## src/rtl/seg7_scan_driver.sv

```systemverilog
// Six-digit common-anode seven-segment scan driver for the digital clock.
// Snapshots time/alarm digits once per frame, blanks each slot's first cycle, blinks while the alarm sounds.
module seg7_scan_driver #(
  parameter int REFRESH_DIV = 50000,
  parameter int BLINK_DIV   = 25000000
) (
  input  logic       clk,
  input  logic       rst,
  input  logic [3:0] sec_r,
  input  logic [2:0] sec_l,
  input  logic [3:0] min_r,
  input  logic [2:0] min_l,
  input  logic [3:0] hr_r,
  input  logic [1:0] hr_l,
  input  logic [1:0] alm_hr_l,
  input  logic [3:0] alm_hr_r,
  input  logic [2:0] alm_min_l,
  input  logic [3:0] alm_min_r,
  input  logic       show_alarm,
  input  logic       alarm_active,
  output logic [5:0] an,
  output logic [6:0] seg,
  output logic       dp
);

  localparam int SW = $clog2(REFRESH_DIV);
  localparam int BW = $clog2(BLINK_DIV);

  typedef enum logic [2:0] {
    IDX_SEC_R = 3'd0,
    IDX_SEC_L = 3'd1,
    IDX_MIN_R = 3'd2,
    IDX_MIN_L = 3'd3,
    IDX_HR_R  = 3'd4,
    IDX_HR_L  = 3'd5
  } scan_idx_t;

  typedef struct packed {
    logic [3:0] sec_r;
    logic [2:0] sec_l;
    logic [3:0] min_r;
    logic [2:0] min_l;
    logic [3:0] hr_r;
    logic [1:0] hr_l;
    logic [3:0] alm_min_r;
    logic [2:0] alm_min_l;
    logic [3:0] alm_hr_r;
    logic [1:0] alm_hr_l;
    logic       show_alarm;
  } snap_t;

  logic [SW-1:0] slot_cnt_q, slot_cnt_d;
  scan_idx_t     scan_idx_q, scan_idx_d;
  logic [BW-1:0] blink_cnt_q, blink_cnt_d;
  logic          blink_ph_q, blink_ph_d;
  snap_t         snap_q, snap_d;
  logic [5:0]    an_q, an_d;
  logic [6:0]    seg_q, seg_d;
  logic          dp_q, dp_d;

  logic       slot_wrap;
  logic [3:0] digit;
  logic       alarm_blank;
  logic       drive;
  logic       visible;

  function automatic logic [6:0] decode(input logic [3:0] v);
    logic [6:0] s;
    case (v)
      4'd0:    s = 7'b1000000;
      4'd1:    s = 7'b1111001;
      4'd2:    s = 7'b0100100;
      4'd3:    s = 7'b0110000;
      4'd4:    s = 7'b0011001;
      4'd5:    s = 7'b0010010;
      4'd6:    s = 7'b0000010;
      4'd7:    s = 7'b1111000;
      4'd8:    s = 7'b0000000;
      4'd9:    s = 7'b0010000;
      default: s = 7'b0111111;
    endcase
    return s;
  endfunction

  always_ff @(posedge clk) begin
    if (rst) begin
      slot_cnt_q  <= '0;
      scan_idx_q  <= IDX_SEC_R;
      blink_cnt_q <= '0;
      blink_ph_q  <= 1'b1;
      snap_q      <= '0;
      an_q        <= '1;
      seg_q       <= '1;
      dp_q        <= 1'b1;
    end else begin
      slot_cnt_q  <= slot_cnt_d;
      scan_idx_q  <= scan_idx_d;
      blink_cnt_q <= blink_cnt_d;
      blink_ph_q  <= blink_ph_d;
      snap_q      <= snap_d;
      an_q        <= an_d;
      seg_q       <= seg_d;
      dp_q        <= dp_d;
    end
  end

  always_comb begin
    slot_wrap   = (slot_cnt_q == SW'(REFRESH_DIV - 1));
    slot_cnt_d  = slot_wrap ? '0 : slot_cnt_q + 1'b1;
    scan_idx_d  = scan_idx_q;
    snap_d      = snap_q;
    blink_cnt_d = blink_cnt_q + 1'b1;
    blink_ph_d  = blink_ph_q;
    if (slot_wrap) begin
      scan_idx_d = (scan_idx_q == IDX_HR_L) ? IDX_SEC_R : scan_idx_t'(scan_idx_q + 3'd1);
      // Frame boundary: capture everything so a frame never mixes old and new digits.
      if (scan_idx_q == IDX_HR_L) begin
        snap_d.sec_r      = sec_r;
        snap_d.sec_l      = sec_l;
        snap_d.min_r      = min_r;
        snap_d.min_l      = min_l;
        snap_d.hr_r       = hr_r;
        snap_d.hr_l       = hr_l;
        snap_d.alm_min_r  = alm_min_r;
        snap_d.alm_min_l  = alm_min_l;
        snap_d.alm_hr_r   = alm_hr_r;
        snap_d.alm_hr_l   = alm_hr_l;
        snap_d.show_alarm = show_alarm;
      end
    end
    if (blink_cnt_q == BW'(BLINK_DIV - 1)) begin
      blink_cnt_d = '0;
      blink_ph_d  = ~blink_ph_q;
    end
  end

  always_comb begin
    digit       = '0;
    alarm_blank = 1'b0;
    case (scan_idx_q)
      IDX_SEC_R: begin
        digit       = snap_q.sec_r;
        alarm_blank = snap_q.show_alarm;
      end
      IDX_SEC_L: begin
        digit       = {1'b0, snap_q.sec_l};
        alarm_blank = snap_q.show_alarm;
      end
      IDX_MIN_R: digit = snap_q.show_alarm ? snap_q.alm_min_r : snap_q.min_r;
      IDX_MIN_L: digit = snap_q.show_alarm ? {1'b0, snap_q.alm_min_l} : {1'b0, snap_q.min_l};
      IDX_HR_R:  digit = snap_q.show_alarm ? snap_q.alm_hr_r : snap_q.hr_r;
      IDX_HR_L:  digit = snap_q.show_alarm ? {2'b00, snap_q.alm_hr_l} : {2'b00, snap_q.hr_l};
      default:   digit = '0;
    endcase

    // Slot count 0 is the anti-ghost gap; blink only gates the anodes and dp.
    drive   = (slot_cnt_q != '0) && !alarm_blank;
    visible = !(alarm_active && !blink_ph_q);

    an_d  = (drive && visible) ? ~(6'b000001 << scan_idx_q) : '1;
    seg_d = drive ? decode(digit) : '1;
    dp_d  = !(drive && visible && (scan_idx_q == IDX_MIN_R || scan_idx_q == IDX_HR_R));
  end

  assign an  = an_q;
  assign seg = seg_q;
  assign dp  = dp_q;

endmodule
```

## config.mk

```make
export PLATFORM = sky130hd
export DESIGN_NAME = seg7_scan_driver
export DESIGN_NICKNAME = d
export VERILOG_FILES = /design/src/rtl/seg7_scan_driver.sv
export SDC_FILE = /design/constraint.sdc
export NUM_CORES = 1
export LEC_CHECK = 0
export CORE_MARGIN = 2
export CORE_UTILIZATION = 35
export DETAILED_ROUTE_END_ITERATION = 16
export PLACE_DENSITY = 0.61
export SLEW_MARGIN = 20
export SYNTH_ARGS = -nofsm -noshare
export SYNTH_HDL_FRONTEND = slang
export SYNTH_SLANG_ARGS = --single-unit
```

## constraint.sdc

```tcl
create_clock -name clk -period 2 [get_ports clk]
set_input_delay 0.2 -clock clk [delete_from_list [all_inputs] [get_ports clk]]
set_output_delay 0.2 -clock clk [all_outputs]
set_load 0.02 [all_outputs]
```

==> results of run 1 <==
==> routing by layer <==
metal | track usage, % | wire, um | share of wire [%]
met5 | 0 | 0 | 0
met3 | 3.81 | 418 | 4.0
met4 | 5.02 | 189 | 1.8
met2 | 27.2 | 5370 | 51
met1 | 17.7 | 4590 | 43
==> flip-flops by register name, summed over array words and instances, names as in the netlist <==
register and count:
an 6, blink_cnt_q 25, blink_ph_q 1, dp 1
scan_idx_q 3, seg 7, slot_cnt_q 16, snap_q 34
==> cells by family (layout without fill, tap and decap cells) <==
| kind of cell | count (synthesis) | in the layout |
|---|---|---|
| AOI/OAI and AO/OA | 62 | 62 |
| xor gates and xnor gates | 40 | 40 |
| adders and majority gates | 9 | 9 |
| buffers and inverters | 38 | 135 |
| DFF | 93 | 93 |
| muxes | 17 | 17 |
| and+or+nand+nor | 218 | 218 |
==> report_power, final <==
group          switching, uW  leakage, uW  internal (uW)
clock network            752     0.000180           1350
logic                   89.4      0.00113            122
registers               13.0     0.000756           1870
==> cell type report <==
type,instances,share of cell area [%]
multi-input cells,346,39.3
well taps,143,3.08
clock buffers,9,3.88
clock inverters,7,2.46
inverters,15,0.970
flip-flops and latches,93,32.3
repair buffers,104,17.9
==> synthesized netlist by cell type, types with 6 or more instances <==
cell	count
a21oi_1	37
mux2i_1	6
nor3_1	10
dfxtp_1	93
clkbuf_1	10
nor4_1	10
mux2_2	10
xor2_1	12
nand3_1	21
nor2_1	56
nand2_1	86
ha_1	9
buf_2	9
inv_1	15
xnor2_1	28
==> through the flow <==
| step | area [sq um] | cells | total power, uW | util, % |
|---|---|---|---|---|
| after floorplan | 4100 | 477 | 2010 | - |
| after global placement | 4990 | 689 | 2140 | 43.9 |
| after detailed placement | 4990 | 689 | 2140 | 43.9 |
| after CTS | 5420 | 707 | 4230 | 47.7 |
| after global routing | 5800 | 717 | 4320 | 51.0 |
| final | 5800 | 717 | 4200 | 51.0 |
==> worst max-delay path: cells and delay by family (launching register included) <==
family	cells	cell delay [ns]
simple gates	2	0.25
mux	1	0.34
compound gates	4	0.64
fa+ha+maj	1	0.16
flops	1	0.39
buf+inv	1	0.14
==> repair_timing <==
action                                 CTS  global route
pin swaps                                7            16
gates cloned                             0             6
setup endpoints to repair                7            82
setup buffers                            2             4
resized for setup                       16            62
endpoints found under the hold margin    0             0
==> worst max-delay path by stage <==
stage,startpoint,endpoint,depth (start not counted)
final,snap_q[0],seg[4],9
after global routing,snap_q[0],seg[0],8
after CTS,scan_idx_q[2],seg[3],9
after detailed placement,snap_q[0],seg[4],8
after global placement,snap_q[0],seg[6],9
after floorplan,snap_q[0],seg[6],11
==> impl_metrics.csv, run 1 <==
group,metric,value,unit
final_layout,mostFrequentLayoutCell,"dfxtp_1",
floorplan,row_count,39,
sta,relative_max_transition_margin,57.2,%
logic_synthesis,synthSimpleGateAreaFrac,24.8,%
sta,grt_setup_unrepaired,"true",
grt,first_pass_grt_wire_length,15700,um
grt,global_route.usage.total,15.2,%
final_layout,most-common-layout-cells,"dfxtp_1 (88), nand2_1 (70), nor2_1 (54), clkdlybuf4s50_1 (50), buf_4 (42)",
clock_tree,cts_htree_levels,3,
setup_path,crit-reg2reg-capture,"seg[4]",
sta,setup_violations,0,
setup_path,critical_path.max_stage_delay,0.39,ns
logic_synthesis,synth_compound_gate_area_share,9.27,%
sta,final.hold.worst_slack,0.410,ns
clock_tree,ctsLongestPathBuffers,2,
sta,clock.fmax,0.500,GHz
logic_synthesis,synth_fa_ha_area_share,2.76,%
floorplan,core,11400,sq um
outcome,result_of_the_run,"complete, no violations",
setup_path,worst-setup-path-type,"reg2reg",
grt,pin_count_of_the_biggest_net_entering_global_routing,39,
pwr,power-per-cell-area,724,nW/um^2
setup_path,critical-path-slowest-cell,"dfxtp_4",
floorplan,design.die.area,12500,sq um
logic_synthesis,synth-edff-count,0,
grt,global_route.overflow_total,0,
clock_tree,cts_made_buffers,9,
grt,number_of_global_route_vias_before_repair,3451,
sta,layout_worst_path_cycle_share,100,%
sta,tightestPinTransition,0.636,ns
logic_synthesis,net_count_after_synthesis,523,
setup_path,end_kind,"flop",
clock_tree,holdBufCountCts,0,
setup_path,worstPathArrival,2.26,ns
min_path,hold_path_depth,3,
logic_synthesis,main_combinational_cell_family_by_area_after_synthesis,"simple AND/OR/NAND/NOR gates",
placement,pre_cts_ws,-0.233,ns
logic_synthesis,synth_sequential_area_ratio,45.7,%
placement,dp.final_hpwl,6750,um
sta,worst_clock_skew,0.00776,ns
floorplan,die-width,112,um
setup_path,reg2regPathDepth,9,
clock_tree,tritoncts_clock_tree,"built",
logic_synthesis,synth.mux.area_fraction,4.51,%
drt,via_count,3559,
logic_synthesis,synthXorXnorAreaFrac,8.59,%
sta,report.final.hold_viol_count,0,
floorplan,die_h,112,um
logic_synthesis,post-synth-top-area-cell,"dfxtp_1",
min_path,holdCritPathClass,"in2reg",
final_layout,register_area,1880,sq um
sta,total_negative_setup_slack,0,ns
sta,layout_setup_ws,0.000386,ns
logic_synthesis,post_synth.cell_area_avg,8.55,sq um
clock_tree,clk-insertion-delay-late,0.35,ns
clock_tree,clock_net_sink_count,93,
drt,detail-route-antenna-nets,0,
final_layout,n_antenna_cell,0,
final_layout,syn_to_final_growth,42.3,%
logic_synthesis,ys_top_cells_by_area,"dfxtp_1 (46%), nand2_1 (7.9%), xnor2_1 (6.0%)",
placement,gp_routability_congestion,0.901,
logic_synthesis,netlist_instances,477,
setup_path,worst_setup_path_start_kind,"flop",
drt,detailedRoute.firstIterationViolations,151,
logic_synthesis,post-synth-top-area-fraction,45.7,%
final_layout,multiInputGateArea,2280,sq um
drt,drcViolationCount,0,
final_layout,final.fill_count,1050,
floorplan,io_pins,51,
logic_synthesis,synth_seq_cells,93,
logic_synthesis,synth_cell_types,49,
logic_synthesis,synth.yosys.warnings,0,
drt,drt-pass1-iter-count,4,
logic_synthesis,synth.cell_area,4080,sq um
sta,timing_max_transition_violations_final,0,
floorplan,floorplan.initialDensity,35.9,%
grt,initial_antenna_violation_count,0,
clock_tree,cts.root.buffer_cell,"clkbuf_16",
placement,portBuffers,50,
drt,wire_per_inst,14.7,um
logic_synthesis,dominant_register_cell_in_the_synthesized_netlist,"dfxtp_1",
setup_path,timing.reg2reg.setup_slack,0.0004,ns
setup_path,critical_path.cell_chain,"buf_4 > mux2_2 > a22oi_2 > o211ai_1 > and2_4 > ha_4 > a21oi_2 > nor3_2 > o31ai_2",
pwr,leakage_dissipation,0.00206,uW
min_path,min_from,"sec_r[3]",
drt,route.final.wire_length,10600,um
pwr,worst_ir_drop_vdd,468,uV
clock_tree,clk_pin_slew_worst_paths,0.07,ns
logic_synthesis,async_flop_share,0,%
final_layout,final_layout_size_suffix_gt1_share,24.9,%
final_layout,layout.nets,615,
setup_path,worst-path-max-fanout,6,
setup_path,worstPathRequired,2.26,ns
sta,fin_crit,2.00,ns
min_path,holdPathEnd,"snap_q[33]",
drt,post_drt_via_cell_ratio,4.96,
setup_path,reg2reg_from,"snap_q[0]",
job,drv_cap,0,
Note: power is estimated with default switching activity, not from simulation.
==> inputs of run 2 (changes only) <==
--- a/config.mk
+++ b/config.mk
@@ -7,8 +7,11 @@
 export LEC_CHECK = 0
 export CORE_MARGIN = 2
 export CORE_UTILIZATION = 35
+export CTS_BUF_LIST = sky130_fd_sc_hd__clkbuf_4
 export DETAILED_ROUTE_END_ITERATION = 16
 export PLACE_DENSITY = 0.61
+export REMOVE_ABC_BUFFERS = 1
+export SKIP_LAST_GASP = 1
 export SLEW_MARGIN = 20
 export SYNTH_ARGS = -nofsm -noshare
 export SYNTH_HDL_FRONTEND = slang
==> impl_metrics.csv, run 2 (same netlist as run 1, synthesis figures left out) <==
group,metric,value,unit
setup_path,worst-setup-path-type,"reg2reg",
clock_tree,cts_htree_levels,3,
setup_path,end_kind,"flop",
clock_tree,clk-insertion-delay-late,0.47,ns
final_layout,regMostFlops,"snap_q",
sta,setup_violations,19,
floorplan,design.die.area,12500,sq um
placement,pre_cts_ws,-0.204,ns
final_layout,mostFrequentLayoutCell,"dfxtp_1",
sta,grt_setup_unrepaired,"true",
sta,relative_max_transition_margin,58.2,%
clock_tree,clock_net_sink_count,93,
setup_path,worst-path-max-fanout,6,
placement,dpl-instance-area,5020,sq um
setup_path,worst_setup_path_start_kind,"flop",
clock_tree,clk_pin_slew_worst_paths,0.16,ns
final_layout,postLayoutCoreUtil,53.9,%
final_layout,largest_register_ff_count,34,
drt,route.final.wire_length,11500,um
grt,gr-max-usage-layer,"met2",
sta,clock.fmax,0.483,GHz
drt,wire_per_inst,15.8,um
placement,dp.final_hpwl,6660,um
clock_tree,cts_made_buffers,9,
grt,global_route.usage.met1,19.5,%
clock_tree,ctsLongestPathBuffers,2,
floorplan,io_pins,51,
floorplan,core,11400,sq um
final_layout,reg.largest.list,"snap_q: 34 flops, blink_cnt_q: 25 flops, slot_cnt_q: 16 flops",
drt,drt-pass1-iter-count,4,
setup_path,critical-path-slowest-cell,"dfxtp_4",
setup_path,worstPathRequired,2.36,ns
sta,worst_clock_skew,0.0198,ns
drt,detailedRoute.firstIterationViolations,212,
sta,layout_setup_ws,-0.0705,ns
pwr,power-per-cell-area,496,nW/um^2
floorplan,die_h,112,um
sta,fin_crit,2.07,ns
setup_path,critical_path.max_stage_delay,0.44,ns
sta,final.hold.worst_slack,0.263,ns
final_layout,final_layout_size_suffix_gt1_share,37.5,%
clock_tree,tritoncts_clock_tree,"built",
setup_path,reg2reg_from,"snap_q[0]",
final_layout,fin_area,6130,sq um
final_layout,layout.nets,628,
drt,post_drt_via_cell_ratio,5.10,
clock_tree,cts.root.buffer_cell,"clkbuf_4",
pwr,worst_ir_drop_vdd,301,uV
grt,globalRouteMet3Util,3.48,%
setup_path,path_common_cell,"buf_4",
floorplan,row_count,39,
final_layout,syn_to_final_growth,50.4,%
drt,detail-route-antenna-nets,0,
grt,global_route.usage.total,15.4,%
placement,gp_routability_congestion,0.890,
pwr,power,3040,uW
setup_path,critical_path.cell_chain,"buf_6 > buf_4 > mux2_4 > nand3_2 > a31oi_4 > buf_4 > buf_4 > nor4_1 > o31ai_1",
final_layout,n_antenna_cell,0,
final_layout,final.fill_count,964,
floorplan,floorplan.initialDensity,35.9,%
grt,first_pass_grt_wire_length,15600,um
drt,drcViolationCount,0,
grt,global_route.overflow_total,0,
grt,initial_antenna_violation_count,0,
floorplan,die-width,112,um
grt,pin_count_of_the_biggest_net_entering_global_routing,35,
final_layout,most-common-layout-cells,"dfxtp_1 (86), nor2_1 (54), clkdlybuf4s50_1 (50), buf_4 (47), nand2_1 (40)",
drt,via_count,3722,
sta,layout_worst_path_cycle_share,104,%
sta,tightestPinTransition,0.621,ns
grt,number_of_global_route_vias_before_repair,3393,
sta,timing_max_transition_violations_final,0,
pwr,leakage_dissipation,0.00210,uW
outcome,violated_checks,"negative setup slack",
job,drv_cap,0,
min_path,min_from,"min_l[2]",
outcome,result_of_the_run,"finished with violations",
clock_tree,holdBufCountCts,0,
setup_path,worstPathArrival,2.43,ns
sta,report.final.hold_viol_count,0,
min_path,holdCritPathClass,"in2reg",
placement,portBuffers,50,
grt,use_met2,24.9,%
setup_path,setup.worst_path.start,"snap_q[0]",
[run 2: cell count changes in the layout (fill, tap and decap cells not counted), moves of 9 or more]
| cell | change |
|---|---|
| a21oi_2 | +26 |
| nand2_4 | +28 |
| nand2_1 | -30 |
| a21oi_1 | -26 |
| clkbuf_4 | +9 |
[run 2: metal layers]
metal | vias up | wire length [um]
li1 | 1814 | -
met1 | 1770 | 4990
met2 | 107 | 5460
met3 | 31 | 666
met4 | 0 | 394
met5 | - | 0
[run 2: area by class of cell]
| class | count | area [sq um] | area share [%] |
|---|---|---|---|
| well taps | 143 | 179 | 2.92 |
| multi-input cells | 346 | 2680 | 43.7 |
| flip-flops and latches | 93 | 1880 | 30.7 |
| repair buffers | 117 | 1210 | 19.8 |
| inverters | 15 | 58.8 | 0.959 |
| clock buffers | 9 | 67.6 | 1.10 |
| clock inverters | 7 | 50.0 | 0.816 |
[run 2: critical path, delay by kind of cell (launching register included)]
family / cells / cell delay [ns]
multiplexers: 1 / 0.31
flip-flops: 1 / 0.44
AO/OA/AOI/OAI: 2 / 0.23
buffers and inverters: 4 / 0.56
AND/OR/NAND/NOR: 2 / 0.44
[run 2: power by group]
group          total, uW  internal (uW)  switching, uW
registers           1890           1870           12.6
clock network        927            260            667
logic                227            125            102
[run 2: path summary, 6_finish.rpt]
check / cells after the start / slack, ns / to
max: 9 / -0.07 / seg[4]
min reg2reg: 1 / 0.44 / slot_cnt_q[0]
max reg2reg: 9 / -0.07 / seg[4]
min: 3 / 0.26 / snap_q[22]
[run 2: per-stage QoR]
step / setup TNS, ns / cells
floorplan: -6.82 / 454
global placement: -0.461 / 692
detailed placement: -1.09 / 692
CTS: -0.0530 / 713
global route: -4.36 / 730
finish: -0.409 / 730
[run 2: timing repair]
action | CTS | global route
gates resized for setup | 22 | 163
pin swaps | 8 | 69
setup buffers | 5 | 7
endpoints found under the setup margin | 10 | 70
gates cloned | 0 | 10
==> inputs of run 3 (changes only) <==
--- a/config.mk
+++ b/config.mk
@@ -5,6 +5,7 @@
 export SDC_FILE = /design/constraint.sdc
 export NUM_CORES = 1
 export LEC_CHECK = 0
+export CAP_MARGIN = 20
 export CORE_MARGIN = 2
 export CORE_UTILIZATION = 35
 export CTS_BUF_LIST = sky130_fd_sc_hd__clkbuf_4
@@ -12,7 +13,6 @@
 export PLACE_DENSITY = 0.61
 export REMOVE_ABC_BUFFERS = 1
 export SKIP_LAST_GASP = 1
-export SLEW_MARGIN = 20
 export SYNTH_ARGS = -nofsm -noshare
 export SYNTH_HDL_FRONTEND = slang
 export SYNTH_SLANG_ARGS = --single-unit
==> results of run 3 <==
The final DEF is identical to that of run 2; final timing and power are the same.
